File: src/rtl/lc4_arith_seq_if.sv
`default_nettype none
// ============================================================================
// Module   : lc4_arith_seq_if
// Purpose  : Request/response bundle between the issuing stage and the
//            sequential LC4 arithmetic unit (valid/ready request side plus
//            the one-cycle result pulse).
// Revision : 1.0 - initial release
// ============================================================================
interface lc4_arith_seq_if #(
    parameter int WIDTH = 16
);
    logic             i_valid;
    logic             o_ready;
    logic [2:0]       i_op;
    logic [WIDTH-1:0] i_a;
    logic [WIDTH-1:0] i_b;
    logic [5:0]       i_imm;
    logic             o_valid;
    logic [WIDTH-1:0] o_result;
    logic             o_div_zero;
    logic             o_bad_op;

    // Issuing stage view
    modport master (
        output i_valid, i_op, i_a, i_b, i_imm,
        input  o_ready, o_valid, o_result, o_div_zero, o_bad_op
    );

    // Arithmetic unit view
    modport slave (
        input  i_valid, i_op, i_a, i_b, i_imm,
        output o_ready, o_valid, o_result, o_div_zero, o_bad_op
    );
endinterface
`default_nettype wire

File: src/rtl/lc4_arith_seq.sv
`default_nettype none
// ============================================================================
// Module   : lc4_arith_seq
// Purpose  : Multi-cycle LC4 arithmetic unit. ADD/SUB/ADDIMM5/ADDIMM6 and
//            the reserved opcode complete in one cycle; MUL uses a
//            shift-add datapath and DIV/MOD a restoring divider, one bit
//            per cycle, so no wide multiplier/divider sits in one cycle.
// Revision : 1.0 - initial release
// ============================================================================
module lc4_arith_seq #(
    parameter int WIDTH = 16,
    parameter int CNT_W = $clog2(WIDTH + 1)
) (
    input  wire logic      clk,
    input  wire logic      rst_n,
    lc4_arith_seq_if.slave bus
);

    localparam logic [2:0] c_OP_ADD  = 3'd0;
    localparam logic [2:0] c_OP_MUL  = 3'd1;
    localparam logic [2:0] c_OP_SUB  = 3'd2;
    localparam logic [2:0] c_OP_DIV  = 3'd3;
    localparam logic [2:0] c_OP_MOD  = 3'd4;
    localparam logic [2:0] c_OP_IMM5 = 3'd5;
    localparam logic [2:0] c_OP_IMM6 = 3'd6;

    // The first iteration is performed on the accept edge itself, so the
    // counter is loaded with the number of iterations still to go. The op
    // completes on the edge where it steps from 1 to 0, giving a result
    // exactly WIDTH cycles after the accept cycle.
    localparam logic [CNT_W-1:0] c_CNT_LOAD = CNT_W'(WIDTH - 1);
    localparam logic [CNT_W-1:0] c_CNT_ONE  = CNT_W'(1);

    typedef enum logic [1:0] {
        S_IDLE    = 2'd0,
        S_MUL_RUN = 2'd1,
        S_DIV_RUN = 2'd2
    } state_t;

    state_t           r_state, w_state_nxt;
    logic [CNT_W-1:0] r_cnt, w_cnt_nxt;

    // Shared iterative datapath:
    //   r_acc : MUL accumulator      / DIV partial remainder
    //   r_x   : MUL multiplicand     / DIV dividend-quotient shift register
    //   r_y   : MUL multiplier       / DIV divisor (constant during the run)
    logic [WIDTH-1:0] r_acc, w_acc_nxt;
    logic [WIDTH-1:0] r_x, w_x_nxt;
    logic [WIDTH-1:0] r_y, w_y_nxt;
    logic             r_is_mod, w_is_mod_nxt;

    logic             r_valid, w_valid_nxt;
    logic [WIDTH-1:0] r_result, w_result_nxt;
    logic             r_div_zero, w_div_zero_nxt;
    logic             r_bad_op, w_bad_op_nxt;

    logic             w_idle;
    logic             w_accept;

    // Single-cycle adder operands
    logic [WIDTH-1:0] w_add_b;
    logic             w_cin;
    logic [WIDTH-1:0] w_sum;

    // One iteration step, sourced from the inputs on the accept edge and
    // from the datapath registers while running.
    logic [WIDTH-1:0] w_src_acc, w_src_x, w_src_y;
    logic [WIDTH-1:0] w_mul_acc, w_mul_x, w_mul_y;
    logic [WIDTH:0]   w_rem_sh;
    logic             w_fits;
    logic [WIDTH-1:0] w_diff;
    logic [WIDTH-1:0] w_div_rem, w_div_quo;
    logic             w_dvsr_zero;

    assign w_idle   = (r_state == S_IDLE);
    assign w_accept = bus.i_valid && w_idle;

    assign w_src_acc = w_idle ? '0       : r_acc;
    assign w_src_x   = w_idle ? bus.i_a  : r_x;
    assign w_src_y   = w_idle ? bus.i_b  : r_y;

    assign w_mul_acc = w_src_acc + (w_src_y[0] ? w_src_x : '0);
    assign w_mul_x   = {w_src_x[WIDTH-2:0], 1'b0};
    assign w_mul_y   = {1'b0, w_src_y[WIDTH-1:1]};

    // Restoring step: bring in the next dividend bit, subtract the divisor
    // if it fits. When it fits the difference is below the divisor, so the
    // low WIDTH bits of the subtraction are exact.
    assign w_rem_sh    = {w_src_acc, w_src_x[WIDTH-1]};
    assign w_fits      = (w_rem_sh >= {1'b0, w_src_y});
    assign w_diff      = w_rem_sh[WIDTH-1:0] - w_src_y;
    assign w_div_rem   = w_fits ? w_diff : w_rem_sh[WIDTH-1:0];
    assign w_div_quo   = {w_src_x[WIDTH-2:0], w_fits};
    assign w_dvsr_zero = (w_src_y == '0);

    // Operand B select for the shared add/subtract/immediate adder
    always_comb begin
        w_add_b = bus.i_b;
        w_cin   = 1'b0;
        case (bus.i_op)
            c_OP_SUB: begin
                w_add_b = ~bus.i_b;
                w_cin   = 1'b1;
            end
            c_OP_IMM5: w_add_b = {{(WIDTH-5){bus.i_imm[4]}}, bus.i_imm[4:0]};
            c_OP_IMM6: w_add_b = {{(WIDTH-6){bus.i_imm[5]}}, bus.i_imm[5:0]};
            default:   w_add_b = bus.i_b;
        endcase
    end

    assign w_sum = bus.i_a + w_add_b + {{(WIDTH-1){1'b0}}, w_cin};

    // Next-state, datapath and result selection
    always_comb begin
        w_state_nxt    = r_state;
        w_cnt_nxt      = r_cnt;
        w_acc_nxt      = r_acc;
        w_x_nxt        = r_x;
        w_y_nxt        = r_y;
        w_is_mod_nxt   = r_is_mod;
        w_valid_nxt    = 1'b0;
        w_result_nxt   = r_result;
        w_div_zero_nxt = r_div_zero;
        w_bad_op_nxt   = r_bad_op;

        case (r_state)
            S_IDLE: begin
                if (w_accept) begin
                    case (bus.i_op)
                        c_OP_ADD, c_OP_SUB, c_OP_IMM5, c_OP_IMM6: begin
                            w_valid_nxt    = 1'b1;
                            w_result_nxt   = w_sum;
                            w_div_zero_nxt = 1'b0;
                            w_bad_op_nxt   = 1'b0;
                        end
                        c_OP_MUL: begin
                            w_state_nxt = S_MUL_RUN;
                            w_cnt_nxt   = c_CNT_LOAD;
                            w_acc_nxt   = w_mul_acc;
                            w_x_nxt     = w_mul_x;
                            w_y_nxt     = w_mul_y;
                        end
                        c_OP_DIV, c_OP_MOD: begin
                            w_state_nxt  = S_DIV_RUN;
                            w_cnt_nxt    = c_CNT_LOAD;
                            w_acc_nxt    = w_div_rem;
                            w_x_nxt      = w_div_quo;
                            w_y_nxt      = w_src_y;
                            w_is_mod_nxt = (bus.i_op == c_OP_MOD);
                        end
                        default: begin
                            w_valid_nxt    = 1'b1;
                            w_result_nxt   = '0;
                            w_div_zero_nxt = 1'b0;
                            w_bad_op_nxt   = 1'b1;
                        end
                    endcase
                end
            end
            S_MUL_RUN: begin
                w_cnt_nxt = r_cnt - c_CNT_ONE;
                w_acc_nxt = w_mul_acc;
                w_x_nxt   = w_mul_x;
                w_y_nxt   = w_mul_y;
                if (r_cnt == c_CNT_ONE) begin
                    w_state_nxt    = S_IDLE;
                    w_valid_nxt    = 1'b1;
                    w_result_nxt   = w_mul_acc;
                    w_div_zero_nxt = 1'b0;
                    w_bad_op_nxt   = 1'b0;
                end
            end
            S_DIV_RUN: begin
                w_cnt_nxt = r_cnt - c_CNT_ONE;
                w_acc_nxt = w_div_rem;
                w_x_nxt   = w_div_quo;
                if (r_cnt == c_CNT_ONE) begin
                    w_state_nxt    = S_IDLE;
                    w_valid_nxt    = 1'b1;
                    w_div_zero_nxt = w_dvsr_zero;
                    w_bad_op_nxt   = 1'b0;
                    if (w_dvsr_zero) begin
                        w_result_nxt = '0;
                    end else if (r_is_mod) begin
                        w_result_nxt = w_div_rem;
                    end else begin
                        w_result_nxt = w_div_quo;
                    end
                end
            end
            default: w_state_nxt = S_IDLE;
        endcase
    end

    // State and iteration counter
    always_ff @(posedge clk or negedge rst_n) begin
        if (!rst_n) begin
            r_state <= S_IDLE;
            r_cnt   <= '0;
        end else begin
            r_state <= w_state_nxt;
            r_cnt   <= w_cnt_nxt;
        end
    end

    // Iterative datapath registers
    always_ff @(posedge clk or negedge rst_n) begin
        if (!rst_n) begin
            r_acc    <= '0;
            r_x      <= '0;
            r_y      <= '0;
            r_is_mod <= 1'b0;
        end else begin
            r_acc    <= w_acc_nxt;
            r_x      <= w_x_nxt;
            r_y      <= w_y_nxt;
            r_is_mod <= w_is_mod_nxt;
        end
    end

    // Result registers; result and flags hold until the next completion
    always_ff @(posedge clk or negedge rst_n) begin
        if (!rst_n) begin
            r_valid    <= 1'b0;
            r_result   <= '0;
            r_div_zero <= 1'b0;
            r_bad_op   <= 1'b0;
        end else begin
            r_valid    <= w_valid_nxt;
            r_result   <= w_result_nxt;
            r_div_zero <= w_div_zero_nxt;
            r_bad_op   <= w_bad_op_nxt;
        end
    end

    assign bus.o_ready    = w_idle;
    assign bus.o_valid    = r_valid;
    assign bus.o_result   = r_result;
    assign bus.o_div_zero = r_div_zero;
    assign bus.o_bad_op   = r_bad_op;

endmodule
`default_nettype wire

File: src/flat_wrapper.sv
// flat-port wrapper written by rule: the top's interface ports become plain ports
module lc4_arith_seq_flat 
#(
    parameter int WIDTH = 16,
    parameter int CNT_W = $clog2(WIDTH + 1)
)
  (clk, rst_n, bus_i_valid, bus_i_op, bus_i_a, bus_i_b, bus_i_imm, bus_o_ready, bus_o_valid, bus_o_result, bus_o_div_zero, bus_o_bad_op);
  lc4_arith_seq_if #(.WIDTH(WIDTH)) bus_i ();
  input  wire logic clk;
  input  wire logic rst_n;
  input wire logic [$bits(bus_i.i_valid)-1:0] bus_i_valid;
  input wire logic [$bits(bus_i.i_op)-1:0] bus_i_op;
  input wire logic [$bits(bus_i.i_a)-1:0] bus_i_a;
  input wire logic [$bits(bus_i.i_b)-1:0] bus_i_b;
  input wire logic [$bits(bus_i.i_imm)-1:0] bus_i_imm;
  output wire logic [$bits(bus_i.o_ready)-1:0] bus_o_ready;
  output wire logic [$bits(bus_i.o_valid)-1:0] bus_o_valid;
  output wire logic [$bits(bus_i.o_result)-1:0] bus_o_result;
  output wire logic [$bits(bus_i.o_div_zero)-1:0] bus_o_div_zero;
  output wire logic [$bits(bus_i.o_bad_op)-1:0] bus_o_bad_op;
  assign bus_i.i_valid = bus_i_valid;
  assign bus_i.i_op = bus_i_op;
  assign bus_i.i_a = bus_i_a;
  assign bus_i.i_b = bus_i_b;
  assign bus_i.i_imm = bus_i_imm;
  assign bus_o_ready = bus_i.o_ready;
  assign bus_o_valid = bus_i.o_valid;
  assign bus_o_result = bus_i.o_result;
  assign bus_o_div_zero = bus_i.o_div_zero;
  assign bus_o_bad_op = bus_i.o_bad_op;
  lc4_arith_seq #(.WIDTH(WIDTH), .CNT_W(CNT_W)) u_core (.clk(clk), .rst_n(rst_n), .bus(bus_i));
endmodule
File: config.mk
export PLATFORM = sky130hd
export DESIGN_NAME = lc4_arith_seq_flat
export DESIGN_NICKNAME = d
export VERILOG_FILES = /design/src/rtl/lc4_arith_seq_if.sv /design/src/rtl/lc4_arith_seq.sv /design/src/flat_wrapper.sv
export SDC_FILE = /design/constraint.sdc
export NUM_CORES = 1
export LEC_CHECK = 0
export CORE_MARGIN = 1
export CORE_UTILIZATION = 50
export CTS_CLUSTER_DIAMETER = 120
export DETAILED_ROUTE_END_ITERATION = 12
export PLACE_DENSITY = 0.78
export SYNTH_ARGS = -nofsm -noshare
export SYNTH_HDL_FRONTEND = slang
export SYNTH_SLANG_ARGS = --single-unit
export TNS_END_PERCENT = 1
File: constraint.sdc
create_clock -name clk -period 4.4 [get_ports clk]
set_input_delay 1.1 -clock clk [delete_from_list [all_inputs] [get_ports clk]]
set_output_delay 1.1 -clock clk [all_outputs]
set_load 0.05 [all_outputs]
==> flow_summary.yaml, run 1 <==
hold_path:
  holdPathEnd: "u_core.bus.o_div_zero"
  hp-start: "u_core.bus.o_div_zero"
  min_path_type: "reg2reg"
  hold_depth: 2
logic_synthesis:
  ys_seq_area_frac: 0.243
  synth_nets: 1102
  syn_area_per_cell_um2: 7.67
  async_reset_ff_frac: 1.00
  ys_types: 85
  synth_edf_count: 0
  synth-seq-cells: 75
  synthFlopType: "dfrtp_1"
  syn_area_um2: 7720
  synth-warning-count: 0
  syn_inst: 1006
die:
  die-area_um2: 15900
  rows: 45
  die_w_um: 126
  initial_core_util: 0.510
  die_h_um: 126
  fp.coreArea_um2: 15100
  pin_count: 64
flow_run:
  maxCapViolations: 0
timing:
  hold_viol: 0
  max_freq_mhz: 226
  rsz0062_at_grt: "true"
  fin_ws_ns: -0.0332
  fin_crit_sh: 1.01
  period_needed_ns: 4.43
  tightest_slew_ns: 1.22
  maxSlewViolCount: 0
  finalSetupViolCount: 1
  slew_headroom: 0.180
  whs_ns: 0.491
  fin_skew_ns: 0.0108
global_routing:
  antenna_found_initial: 0
  first_global_vias: 8351
  grt_pass1_wl_mm: 43.5
  track_usage: 0.351
  overflow: 0
  grt_max_degree: 76
worst_setup_path:
  start_kind: "input port"
  required_ns: 4.63
  crit_type: "in2reg"
  crit_path_max_fanout: 4
  end_kind: "register"
  reg2reg_to: "u_core.bus.o_result[14]"
  rrSetupSlack_ns: 0.11
  cp.arrival_ns: 4.66
  reg2regPathDepth: 18
  r2r-start: "u_core.r_state[0]"
power:
  ir_worst_vdd_mv: 0.389
  p_leak_nw: 4.77
  power_density_nw_per_um2: 813
  power_mw: 8.45
drt:
  drt_pass1_iterations: 6
  routed_wl_mm: 27.8
  postRouteAntennaNets: 0
  post_drt_via_cell_ratio: 6.24
  drc: 0
  vias: 8904
  wl_per_cell_um: 19.5
  drt_iter0_drc: 1119
cells_and_area:
  final_util: 0.686
  instances_no_fill: 1428
  layout_common_cells: "buf_4, nor2_1, a21oi_1"
  final_common_cell: "buf_4"
  diodes: 0
  layout-drive-gt1-share: 0.231
  final_nets: 1331
  fillers: 1220
  areaGrowthSynthToFinish_pct: 34.6
clock_tree:
  clk_pin_slew_worst_paths_ns: 0.06
  clock_sinks: 75
  root_buffer: "clkbuf_16"
  numCtsBuffers: 9
  ctsHoldBuffers: 0
  cts_buffer_depth: 2
  htreeDepth: 3
  cts_tree: "yes"
  worstSkewPairLatency_ns: 0.35
place:
  hpwl_mm: 21.3
  gp_congestion: 1.01
  portBuffers: 63
  post-place-ws_ns: -0.618
  place_inst: 1402
outcome:
  outcome: "complete, but fails checks"
  violations: "negative setup slack"
## cell families after synthesis
| kind of cell | count (synthesis) | synth area share |
|---|---|---|
| xor+xnor | 40 | 0.0454 |
| buf+inv | 102 | 0.0523 |
| fa+ha+maj | 53 | 0.0896 |
| simple gates | 328 | 0.198 |
| compound gates | 342 | 0.281 |
| flops | 75 | 0.243 |
| mux | 66 | 0.0911 |
## worst max-delay path, stage by stage
cell and delay (ns):
clkdlybuf4s50_1 0.49, nand3b_1 0.18, buf_4 0.19, a21oi_1 0.11, a21oi_1 0.05, o21ai_0 0.07
buf_4 0.14, ha_1 0.23, o21a_1 0.12, o211a_1 0.23, a311oi_2 0.36, o21ai_1 0.15
nand2_1 0.12, mux2i_1 0.27, or4b_4 0.50, a311oi_2 0.27, nor2_1 0.08
## flip-flops by register name (all words and copies together), names as in the netlist
name,flops
u_core.bus.o_bad_op,1
u_core.bus.o_div_zero,1
u_core.bus.o_result,16
u_core.bus.o_valid,1
u_core.r_acc,16
u_core.r_cnt,5
u_core.r_is_mod,1
u_core.r_state,2
u_core.r_x,16
u_core.r_y,16
## worst max path at each step
stage,start,endpoint,slack (ns)
global route,bus_i_imm[4],u_core.bus.o_result[14],-0.12
finish,bus_i_imm[4],u_core.bus.o_result[14],-0.03
global placement,bus_i_op[2],u_core.bus.o_result[14],-0.59
CTS,bus_i_b[0],u_core.bus.o_result[14],-0.02
detailed placement,bus_i_op[2],u_core.bus.o_result[14],-0.62
floorplan,bus_i_op[2],u_core.bus.o_result[14],-0.02
## synth_stat cells, drive strengths merged, types with 10 or more instances
cell    instances  share of area
nor2          127          0.063
o21ai         105          0.068
a21oi         104          0.069
nand2          92          0.045
dfrtp          75           0.24
mux2i          50          0.065
ha             48          0.078
inv            43          0.021
clkbuf         34          0.017
xnor2          29          0.033
nor3           26          0.017
buf            24          0.014
nor2b          19          0.015
a31oi          14          0.012
mux2           14          0.020
nand2b         12          0.011
xor2           11          0.012
a21o           10         0.0097
nand3          10         0.0065
## through the flow
stage	setup TNS [ns]	instance area, µm²
CTS	-0.0167	10300
detailed placement	-4.44	9920
global route	-0.120	10400
floorplan	-0.0228	7750
global placement	-2.90	9920
finish	-0.0332	10400
## layout make-up
type                            count  area [µm²]  area share
Clock buffer                       10         229      0.0220
Clock inverter                      6        71.3     0.00686
Inverter                           44         165      0.0159
Multi-Input combinational cell    829        5560       0.535
Sequential cell                    75        1880       0.181
Tap cell                          188         235      0.0226
Timing Repair Buffer              276        2260       0.217
## where the power goes
group / total [mW] / internal (mW) / switching, mW
registers: 1.29 / 1.02 / 0.269
clock network: 0.773 / 0.445 / 0.328
logic: 6.39 / 2.78 / 3.60
## routing by layer
metal | global-route usage | part of all wire | up-vias
li1 | - | - | 4118
met1 | 0.440 | 0.40 | 4185
met2 | 0.564 | 0.46 | 479
met3 | 0.0680 | 0.082 | 122
met4 | 0.205 | 0.061 | 0
met5 | 0 | 0 | -
## what timing repair did
item | 4_1_cts | 5_1_grt
resized for setup | 13 | 23
setup endpoints to repair | 6 | 22
buffers inserted | 5 | 5
pin swaps | 6 | 12
Power figures use the tool's default switching activity.
==> run 2: changes to the inputs <==
--- a/config.mk
+++ b/config.mk
@@ -9,7 +9,8 @@
 export CORE_UTILIZATION = 50
 export CTS_CLUSTER_DIAMETER = 120
 export DETAILED_ROUTE_END_ITERATION = 12
-export PLACE_DENSITY = 0.78
+export GPL_TIMING_DRIVEN = 0
+export PLACE_DENSITY = 0.75
 export SYNTH_ARGS = -nofsm -noshare
 export SYNTH_HDL_FRONTEND = slang
 export SYNTH_SLANG_ARGS = --single-unit
==> constraint.sdc (replaced) <==
create_clock -name clk -period 4.69 [get_ports clk]
set_input_delay 1.1725 -clock clk [delete_from_list [all_inputs] [get_ports clk]]
set_output_delay 1.1725 -clock clk [all_outputs]
set_load 0.05 [all_outputs]
==> run 2 against run 1 <==
  * The run now ends clean
  * Die area unchanged
  * Core utilization decreased by 6.6 points
  * Clock skew increased by 0.0054 ns
  * Design area decreased by 9.6%
  * Cell count decreased by 10%
  * Global-route usage decreased by 0.11 points
  * First-iteration DRC count decreased by 8.7%
  * Routed wire length increased by 0.30%
  * Clock power increased by 3.5%
  * Critical endpoint unchanged
  * Largest cell class unchanged
==> flow_summary.yaml, run 2 (synthesis results as in run 1) <==
flow_run:
  maxCapViolations: 0
drt:
  postRouteAntennaNets: 0
  drt_pass1_iterations: 5
  wl_met1_mm: 11.5
  post_drt_via_cell_ratio: 6.51
  route.met2.wl_mm: 12.4
  drc: 0
  routed_wl_mm: 27.9
  route.met3.wl_mm: 2.53
  vias: 8321
  drt_iter0_drc: 1022
  wl_per_cell_um: 21.8
  top_layer: "met5"
hold_path:
  min_path_type: "reg2reg"
  hold_depth: 2
  holdPathEnd: "u_core.bus.o_div_zero"
  hp-start: "u_core.bus.o_div_zero"
worst_setup_path:
  cp.arrival_ns: 4.87
  crit_path_max_fanout: 10
  reg2reg_to: "u_core.bus.o_result[15]"
  rrSetupSlack_ns: 0.11
  r2r-start: "u_core.r_state[0]"
  start_kind: "input port"
  required_ns: 4.94
  crit_type: "in2reg"
  reg2regPathDepth: 19
  end_kind: "register"
timing:
  slew_headroom: 0.295
  whs_ns: 0.469
  hold_viol: 0
  fin_crit_sh: 0.986
  finalSetupViolCount: 0
  tightest_slew_ns: 1.05
  max_freq_mhz: 216
  period_needed_ns: 4.62
  fin_skew_ns: 0.0161
  maxSlewViolCount: 0
die:
  die_w_um: 126
  die-area_um2: 15900
  fp.coreArea_um2: 15100
  pin_count: 64
  initial_core_util: 0.510
  rows: 45
  die_h_um: 126
cells_and_area:
  layout_common_cells: "nor2_1, a21oi_1, nand2_1"
  final_util: 0.620
  regArea_um2: 1880
  diodes: 0
  layout-drive-gt1-share: 0.119
  areaGrowthSynthToFinish_pct: 21.6
  postLayoutCellArea_um2: 9390
  instances_no_fill: 1279
  fillers: 1357
  final_nets: 1182
  final_common_cell: "nor2_1"
  multi_input_area_um2: 5750
global_routing:
  first_global_vias: 7412
  grt_max_degree: 48
  track_usage: 0.350
  overflow: 0
  antenna_found_initial: 1
  grt_pass1_wl_mm: 42.2
place:
  portBuffers: 60
  place_inst: 1255
  dpl-instance-area_um2: 8580
  hpwl_mm: 21.1
  gp_congestion: 0.965
clock_tree:
  numCtsBuffers: 9
  root_buffer: "clkbuf_16"
  clk_pin_slew_worst_paths_ns: 0.07
  cts_tree: "yes"
  clock_sinks: 75
  worstSkewPairLatency_ns: 0.37
  htreeDepth: 3
  ctsHoldBuffers: 0
  cts_buffer_depth: 2
power:
  ir_worst_vdd_mv: 0.448
  power_density_nw_per_um2: 793
  p_leak_nw: 3.96
outcome:
  outcome: "finished, final reports clean"
[run 2: cell count changes in the layout (fill, tap and decap cells not counted), moves of 7 or more]
cell | previous run | this run
mux2i_1 | 49 | 38
clkbuf_1 | 1 | 24
buf_4 | 210 | 14
buf_1 | 0 | 8
buf_8 | 0 | 7
mux2i_4 | 0 | 7
[run 2: repair_timing]
| action | in CTS | in global routing |
|---|---|---|
| setup endpoints to repair | 33 | 29 |
| buffers inserted | 3 | 8 |
| pin swaps | 4 | 14 |
| resized for setup | 78 | 54 |
[run 2: critical path: stages]
cell	delay, ns
buf_2	0.15
buf_8	0.15
buf_6	0.15
a21oi_2	0.15
o21ai_2	0.09
a21oi_4	0.15
fa_2	0.26
inv_2	0.05
fa_2	0.42
a21oi_4	0.16
o211ai_1	0.19
a311oi_2	0.38
o21ai_1	0.13
nand2_1	0.12
mux2i_2	0.30
or4b_4	0.53
a311oi_2	0.27
nor2_1	0.06
[run 2: how the worst max path moves through the flow]
stage | startpoint | endpoint | depth (start not counted)
finish | bus_i_op[1] | u_core.bus.o_result[14] | 18
detailed placement | bus_i_op[1] | u_core.bus.o_result[14] | 15
floorplan | u_core.r_state[0] | u_core.bus.o_result[14] | 19
CTS | bus_i_imm[5] | u_core.bus.o_result[14] | 16
global route | u_core.r_state[0] | u_core.r_acc[11] | 19
global placement | bus_i_op[1] | u_core.bus.o_result[14] | 16
[run 2: cell type report]
class,count,area share
multi-input combinational,829,0.612
sequential,75,0.200
timing repair buffer,71,0.0736
buffer,56,0.0370
tap,188,0.0251
clock buffer,10,0.0244
inverter,44,0.0176
clock inverter,6,0.00999
[run 2: report_power, final]
part           internal [mW]  leakage [nW]  switching, mW
clock network          0.473         0.154          0.327
registers              0.957         0.891          0.219
logic                   2.05          2.92           3.42
[run 2: per-layer routing]
metal / up-vias / global-route usage
met5: - / 0
met4: 2 / 0.187
met3: 91 / 0.0658
met2: 485 / 0.539
met1: 3934 / 0.465
li1: 3809 / -
[run 2: per-stage QoR]
| stage | worst slack [ns] | TNS (ns) | total power [mW] |
|---|---|---|---|
| 2_1_floorplan | 0.0327 | 0 | 4.70 |
| 3_3_place_gp | -1.50 | -67.94 | 6.03 |
| 3_5_place_dp | -1.53 | -35.60 | 6.08 |
| 4_1_cts | 0.0130 | 0 | 7.10 |
| 5_1_grt | -0.0315 | -0.0708 | 7.87 |
| 6_report | 0.0671 | 0 | 7.45 |
